**src/rtl/gpio_reg_ctrl_if.sv**
```systemverilog
// CPU-side register bus for gpio_reg_ctrl: sel/we request, one-cycle ready completion.
interface gpio_reg_ctrl_if;
  localparam int unsigned ADDR_W = 3;
  localparam int unsigned DATA_W = 32;

  logic              sel;
  logic              we;
  logic [ADDR_W-1:0] addr;
  logic [DATA_W-1:0] wdata;
  logic [DATA_W-1:0] rdata;
  logic              ready;

  modport master (output sel, we, addr, wdata, input rdata, ready);
  modport slave  (input sel, we, addr, wdata, output rdata, ready);
endinterface

```
**src/rtl/gpio_reg_ctrl.sv**
```systemverilog
// Register-mapped controller for fnc_gpio: output latch, filter/prescaler
// configuration, input sampling and edge interrupts behind a 2-cycle bus.
module gpio_reg_ctrl #(
  parameter logic [7:0] DFLT_RST   = 8'd5,
  parameter logic [7:0] REFCLK_RST = 8'd2
) (
  input  logic                  clk,
  input  logic                  rst_n,
  gpio_reg_ctrl_if.slave        bus,
  output logic [7:0]            gpio_out,
  input  logic [15:0]           gpio_in,
  output logic [7:0]            dflt_st,
  output logic [7:0]            refclk_st,
  output logic                  irq
);

  localparam int unsigned OUT_W  = 8;
  localparam int unsigned IN_W   = 16;
  localparam int unsigned ADDR_W = 3;
  localparam int unsigned DATA_W = 32;

  localparam logic [ADDR_W-1:0] A_OUT = 3'd0;
  localparam logic [ADDR_W-1:0] A_SET = 3'd1;
  localparam logic [ADDR_W-1:0] A_CLR = 3'd2;
  localparam logic [ADDR_W-1:0] A_IN  = 3'd3;
  localparam logic [ADDR_W-1:0] A_CFG = 3'd4;
  localparam logic [ADDR_W-1:0] A_IE  = 3'd5;
  localparam logic [ADDR_W-1:0] A_ISR = 3'd6;

  typedef enum logic {IDLE, ACK} state_e;

  state_e              state_q, state_d;
  logic                ready_q, ready_d;
  logic [DATA_W-1:0]   rdata_q, rdata_d;
  logic                latch_c, commit_c;
  logic [ADDR_W-1:0]   addr_q;
  logic                we_q;
  logic [DATA_W-1:0]   wdata_q;
  logic [IN_W-1:0]     in_q;
  logic [2*IN_W-1:0]   ie_q;
  logic [IN_W-1:0]     isr_q;
  logic [DATA_W-1:0]   rd_mux_c;
  logic [IN_W-1:0]     rise_c, fall_c, set_c, clr_c;
  logic                wr_c;

  assign bus.ready = ready_q;
  assign bus.rdata = rdata_q;

  // Read view of the register map, indexed by the address presented in IDLE.
  always_comb begin
    rd_mux_c = '0;
    case (bus.addr)
      A_OUT:   rd_mux_c = DATA_W'(gpio_out);
      A_IN:    rd_mux_c = DATA_W'(in_q);
      A_CFG:   rd_mux_c = DATA_W'({refclk_st, dflt_st});
      A_IE:    rd_mux_c = ie_q;
      A_ISR:   rd_mux_c = DATA_W'(isr_q);
      default: rd_mux_c = '0;
    endcase
  end

  // Bus FSM state and registered handshake outputs.
  always_ff @(posedge clk or negedge rst_n) begin
    if (!rst_n) begin
      state_q <= IDLE;
      ready_q <= 1'b0;
      rdata_q <= '0;
    end else begin
      state_q <= state_d;
      ready_q <= ready_d;
      rdata_q <= rdata_d;
    end
  end

  // Bus FSM next state: IDLE accepts a request, ACK completes it and commits.
  always_comb begin
    state_d  = state_q;
    ready_d  = 1'b0;
    rdata_d  = '0;
    latch_c  = 1'b0;
    commit_c = 1'b0;
    case (state_q)
      IDLE: begin
        if (bus.sel) begin
          state_d = ACK;
          ready_d = 1'b1;
          latch_c = 1'b1;
          rdata_d = bus.we ? '0 : rd_mux_c;
        end
      end
      ACK: begin
        state_d  = IDLE;
        commit_c = 1'b1;
      end
      default: state_d = IDLE;
    endcase
  end

  // Request capture so the write can commit when ACK is left.
  always_ff @(posedge clk or negedge rst_n) begin
    if (!rst_n) begin
      addr_q  <= '0;
      we_q    <= 1'b0;
      wdata_q <= '0;
    end else if (latch_c) begin
      addr_q  <= bus.addr;
      we_q    <= bus.we;
      wdata_q <= bus.wdata;
    end
  end

  assign wr_c = commit_c & we_q;

  // Output latch with direct, set and clear write ports.
  always_ff @(posedge clk or negedge rst_n) begin
    if (!rst_n) begin
      gpio_out <= '0;
    end else if (wr_c) begin
      case (addr_q)
        A_OUT:   gpio_out <= wdata_q[OUT_W-1:0];
        A_SET:   gpio_out <= gpio_out | wdata_q[OUT_W-1:0];
        A_CLR:   gpio_out <= gpio_out & ~wdata_q[OUT_W-1:0];
        default: gpio_out <= gpio_out;
      endcase
    end
  end

  // Filter / prescaler configuration and interrupt enables.
  always_ff @(posedge clk or negedge rst_n) begin
    if (!rst_n) begin
      dflt_st   <= DFLT_RST;
      refclk_st <= REFCLK_RST;
      ie_q      <= '0;
    end else if (wr_c) begin
      if (addr_q == A_CFG) begin
        dflt_st   <= wdata_q[7:0];
        refclk_st <= wdata_q[15:8];
      end
      if (addr_q == A_IE) begin
        ie_q <= wdata_q;
      end
    end
  end

  assign rise_c = gpio_in & ~in_q;
  assign fall_c = ~gpio_in & in_q;
  assign set_c  = (rise_c & ie_q[IN_W-1:0]) | (fall_c & ie_q[2*IN_W-1:IN_W]);
  assign clr_c  = (wr_c && addr_q == A_ISR) ? wdata_q[IN_W-1:0] : '0;

  // Input sampling, pending edges (a set beats a same-cycle clear) and irq.
  always_ff @(posedge clk or negedge rst_n) begin
    if (!rst_n) begin
      in_q  <= '0;
      isr_q <= '0;
      irq   <= 1'b0;
    end else begin
      in_q  <= gpio_in;
      isr_q <= set_c | (isr_q & ~clr_c);
      irq   <= |isr_q;
    end
  end

endmodule

```
**src/flat_wrapper.sv**
```systemverilog
// flat-port wrapper written by rule: the top's interface ports become plain ports
module gpio_reg_ctrl_flat 
#(
  parameter logic [7:0] DFLT_RST   = 8'd5,
  parameter logic [7:0] REFCLK_RST = 8'd2
)
  (clk, rst_n, gpio_out, gpio_in, dflt_st, refclk_st, irq, bus_sel, bus_we, bus_addr, bus_wdata, bus_rdata, bus_ready);
  gpio_reg_ctrl_if bus_i ();
  input  logic clk;
  input  logic rst_n;
  output logic [7:0] gpio_out;
  input  logic [15:0] gpio_in;
  output logic [7:0] dflt_st;
  output logic [7:0] refclk_st;
  output logic irq;
  input wire logic [$bits(bus_i.sel)-1:0] bus_sel;
  input wire logic [$bits(bus_i.we)-1:0] bus_we;
  input wire logic [$bits(bus_i.addr)-1:0] bus_addr;
  input wire logic [$bits(bus_i.wdata)-1:0] bus_wdata;
  output wire logic [$bits(bus_i.rdata)-1:0] bus_rdata;
  output wire logic [$bits(bus_i.ready)-1:0] bus_ready;
  assign bus_i.sel = bus_sel;
  assign bus_i.we = bus_we;
  assign bus_i.addr = bus_addr;
  assign bus_i.wdata = bus_wdata;
  assign bus_rdata = bus_i.rdata;
  assign bus_ready = bus_i.ready;
  gpio_reg_ctrl #(.DFLT_RST(DFLT_RST), .REFCLK_RST(REFCLK_RST)) u_core (.clk(clk), .rst_n(rst_n), .bus(bus_i), .gpio_out(gpio_out), .gpio_in(gpio_in), .dflt_st(dflt_st), .refclk_st(refclk_st), .irq(irq));
endmodule
```
**config.mk**
```make
export PLATFORM = sky130hd
export DESIGN_NAME = gpio_reg_ctrl_flat
export DESIGN_NICKNAME = d
export VERILOG_FILES = /design/src/rtl/gpio_reg_ctrl_if.sv /design/src/rtl/gpio_reg_ctrl.sv /design/src/flat_wrapper.sv
export SDC_FILE = /design/constraint.sdc
export NUM_CORES = 1
export LEC_CHECK = 0
export BUFFER_PORTS_ARGS = -buffer_cell sky130_fd_sc_hd__buf_2
export CAP_MARGIN = 0
export CELL_PAD_IN_SITES_DETAIL_PLACEMENT = 1
export CELL_PAD_IN_SITES_GLOBAL_PLACEMENT = 1
export CORE_UTILIZATION = 45
export CTS_BUF_LIST = sky130_fd_sc_hd__clkbuf_16
export DETAILED_ROUTE_END_ITERATION = 12
export PLACE_DENSITY_LB_ADDON = 0.1
export SYNTH_ARGS = -nofsm -noshare
export SYNTH_HDL_FRONTEND = slang
export SYNTH_SLANG_ARGS = --single-unit
```
**constraint.sdc**
```tcl
create_clock -name clk -period 1.8 [get_ports clk]
set_input_delay 0.09 -clock clk [delete_from_list [all_inputs] [get_ports clk]]
set_output_delay 0.09 -clock clk [all_outputs]
set_load 0.05 [all_outputs]
```
==> flow_metrics.env <==
export IMPL_crit_cells=3
export IMPL_slowest_delay_ns=0.71
export IMPL_cts_tree="done"
export IMPL_cap_violations=0
export IMPL_dp_hpwl_um=12700
export IMPL_dieArea_mm2=0.0153
export IMPL_final_area_mm2=0.00863
export IMPL_async_flop_share_pct=100
export IMPL_yosys_warnings=0
export IMPL_total_power_mw=11.8
export IMPL_crit_fanout=8
export IMPL_hold_ws_ns=0.110
export IMPL_synth_most_common_cell="dfrtp_1"
export IMPL_portBuffers=112
export IMPL_hold_depth=3
export IMPL_synth_main_ff_cell="dfrtp_1"
export IMPL_setup_slack_ns=0.0676
export IMPL_worstRegToRegCells=3
export IMPL_cts_buffers=17
export IMPL_cts_num_sinks=158
export IMPL_critPathLaunchType="register"
export IMPL_io_pins=113
export IMPL_r2r_start="u_core.addr_q[2]"
export IMPL_nets=756
export IMPL_cp_end_kind="register"
export IMPL_ir_drop_uv=669
export IMPL_seq_area_frac_synth_pct=59.4
export IMPL_grt_overflow=0
export IMPL_hold_violations=0
export IMPL_max_freq_ghz=0.577
export IMPL_fillers=1482
export IMPL_arrival_ns=1.99
export IMPL_die_h_um=124
export IMPL_syn_num_nets=581
export IMPL_synthTopCellsByArea="dfrtp_1 (58%), mux2_2 (12%), mux2_4 (2.3%)"
export IMPL_critical_path_required_ns=2.06
export IMPL_clk_latency_ns=0.42
export IMPL_p_per_area_mw_per_mm2=1370
export IMPL_min_period_ns=1.73
export IMPL_period_share_pct=96.2
export IMPL_synth_top_cell_area_share_pct=58.2
export IMPL_yosysTopAreaCell="dfrtp_1"
export IMPL_viasPerCell=5.54
export IMPL_synthTopCellsByCount="dfrtp_1 (155), mux2_2 (70), nand2_1 (40)"
export IMPL_drc_errors=0
export IMPL_yosysUniqueCellTypes=42
export IMPL_coreArea_mm2=0.0145
export IMPL_vias=4970
export IMPL_drive_gt1_share_pct=36.2
export IMPL_crit_chain="and3b_1, nor3b_2, o31ai_1"
export IMPL_cts_max_path_buffers=2
export IMPL_crit_buf_inv=0
export IMPL_antenna_found_initial=0
export IMPL_grt_pass1_vias=5368
export IMPL_place_congestion=0.785
export IMPL_grt_start_max_net_pins=48
export IMPL_rsz0062_at_grt="no"
export IMPL_start_util_pct=46.0
export IMPL_p_leak_nw=4.10
export IMPL_totalWireLength_um=19100
export IMPL_drtAntennaViolNets=0
export IMPL_dieWidth_um=124
export IMPL_netlist_area_mm2=0.00666
export IMPL_worstSetupPathType="reg2reg"
export IMPL_synth_edf_count=0
export IMPL_setup_viol=0
export IMPL_syn_area_per_cell_um2=12.7
export IMPL_worstHoldEndpoint="u_core.bus.rdata[15]"
export IMPL_cts_setup_buffers=0
export IMPL_grt_pass1_wl_um=29800
export IMPL_wl_per_cell_um=21.3
export IMPL_tns_ns=0
export IMPL_area_delta_synth_final_pct=29.7
export IMPL_preCtsSetupSlack_ns=0.204
export IMPL_hp_class="in2reg"
export IMPL_status="finished clean"
export IMPL_cp_slowest_cell="nor3b_2"
export IMPL_htreeDepth=4
export IMPL_drt_initial_drc_count=295
export IMPL_first_pass_iters=4
export IMPL_relSlewSlack_pct=43.1
export IMPL_synth_cells=526
export IMPL_path_clk_slew_ns=0.06
export IMPL_slew_violations=0
export IMPL_reg2reg_to="u_core.gpio_out[5]"
export IMPL_rrSetupSlack_ns=0.07
export IMPL_clockRootBuffer="clkbuf_16"
export IMPL_tightest_slew_ns=0.850
export IMPL_hp_start="bus_addr[1]"
export IMPL_grt_util_all_layers_pct=27.0
export IMPL_ys_seq_elements=158
export IMPL_skew_ns=0.00729
export IMPL_dpl_cell_area_mm2=0.00755
export IMPL_num_antenna_cells=0
export IMPL_row_count=44
export IMPL_path_delay_family="simple AND/OR/NAND/NOR gates"
per-stage QoR:
| stage | util (%) | cells |
|---|---|---|
| 2_1_floorplan | - | 526 |
| 3_3_place_gp | 52.2 | 816 |
| 3_5_place_dp | 52.2 | 816 |
| 4_1_cts | 59.6 | 897 |
| 5_1_grt | 59.6 | 897 |
| 6_report | 59.6 | 897 |
layout by cell type (no fill, tap or decap), drive strengths merged, types with 4 or more instances in the layout:
cell         Yosys  routed
dfrtp          155     155
buf             11     137
mux2            80      80
dlygate4sd3      0      50
nand2           40      40
inv             28      31
o21ai           24      24
o31ai           20      20
nand3b          17      17
and2            17      17
and3b           17      17
clkbuf          20      17
o211ai          11      11
nand4            9       9
nor3             8       8
a21oi            8       8
a221oi           8       8
and3             8       8
clkinv           1       5
o221ai           4       4
mux2i            4       4
o221a            4       4
a22oi            4       4
nor4             4       4
clkinvlp         0       4
a211oi           4       4
per-layer routing:
metal | global-route usage, % | up-vias | routed length [um]
li1 | - | 2233 | -
met1 | 34.9 | 2563 | 8210
met2 | 44.8 | 146 | 9570
met3 | 5.22 | 28 | 934
met4 | 10.2 | 0 | 395
met5 | 0 | - | 0
flip-flops by register name (all words and copies together), names as in the netlist:
signal	count
u_core.bus.rdata	32
u_core.ie_q	32
u_core.wdata_q	32
u_core.in_q	16
u_core.isr_q	16
u_core.dflt_st	8
u_core.gpio_out	8
u_core.refclk_st	8
u_core.addr_q	3
u_core.bus.ready	1
u_core.irq	1
u_core.we_q	1
worst reg2reg max path: stages, from the launching register on:
cell	delay [ns]
dfrtp_1	0.41
and3b_1	0.26
nor3b_2	0.71
o31ai_1	0.19
timing repair:
item                      CTS  global route
resized for setup           0             0
hold endpoints to repair  112             0
hold buffers               50             0
layout make-up:
type,instances,area (um2),area share (%)
well taps,184,230,2.67
multi-input cells,308,2440,28.2
inverters,29,109,1.26
clock inverters,14,155,1.80
clock buffers,17,425,4.93
flip-flops and latches,158,3960,45.8
repair buffers,187,1320,15.3
how the worst max path moves through the flow:
stage,start,end
floorplan,u_core.bus.ready,u_core.dflt_st[4]
CTS,u_core.addr_q[2],u_core.gpio_out[5]
finish,u_core.addr_q[2],u_core.gpio_out[5]
detailed placement,u_core.addr_q[2],u_core.gpio_out[3]
global placement,u_core.addr_q[0],u_core.isr_q[9]
global route,u_core.addr_q[2],u_core.gpio_out[5]
where the power goes:
| part | leakage, nW | internal [mW] | total [mW] | switching [mW] |
|---|---|---|---|---|
| combinational | 1.88 | 1.19 | 3.01 | 1.82 |
| sequential | 1.94 | 4.39 | 5.21 | 0.817 |
| clock | 0.284 | 2.15 | 3.59 | 1.44 |
cells by family (layout without fill, tap and decap cells):
| group | count (synthesis) | in the layout | share of synthesized area [%] |
|---|---|---|---|
| AOI/OAI and AO/OA | 88 | 88 | 9.38 |
| xor gates and xnor gates | 1 | 1 | 0.132 |
| buffers and inverters | 60 | 247 | 4.04 |
| DFF | 158 | 158 | 59.4 |
| muxes | 84 | 84 | 14.7 |
| and+or+nand+nor | 135 | 135 | 12.3 |
No activity file was read; power rests on OpenSTA's default activity.
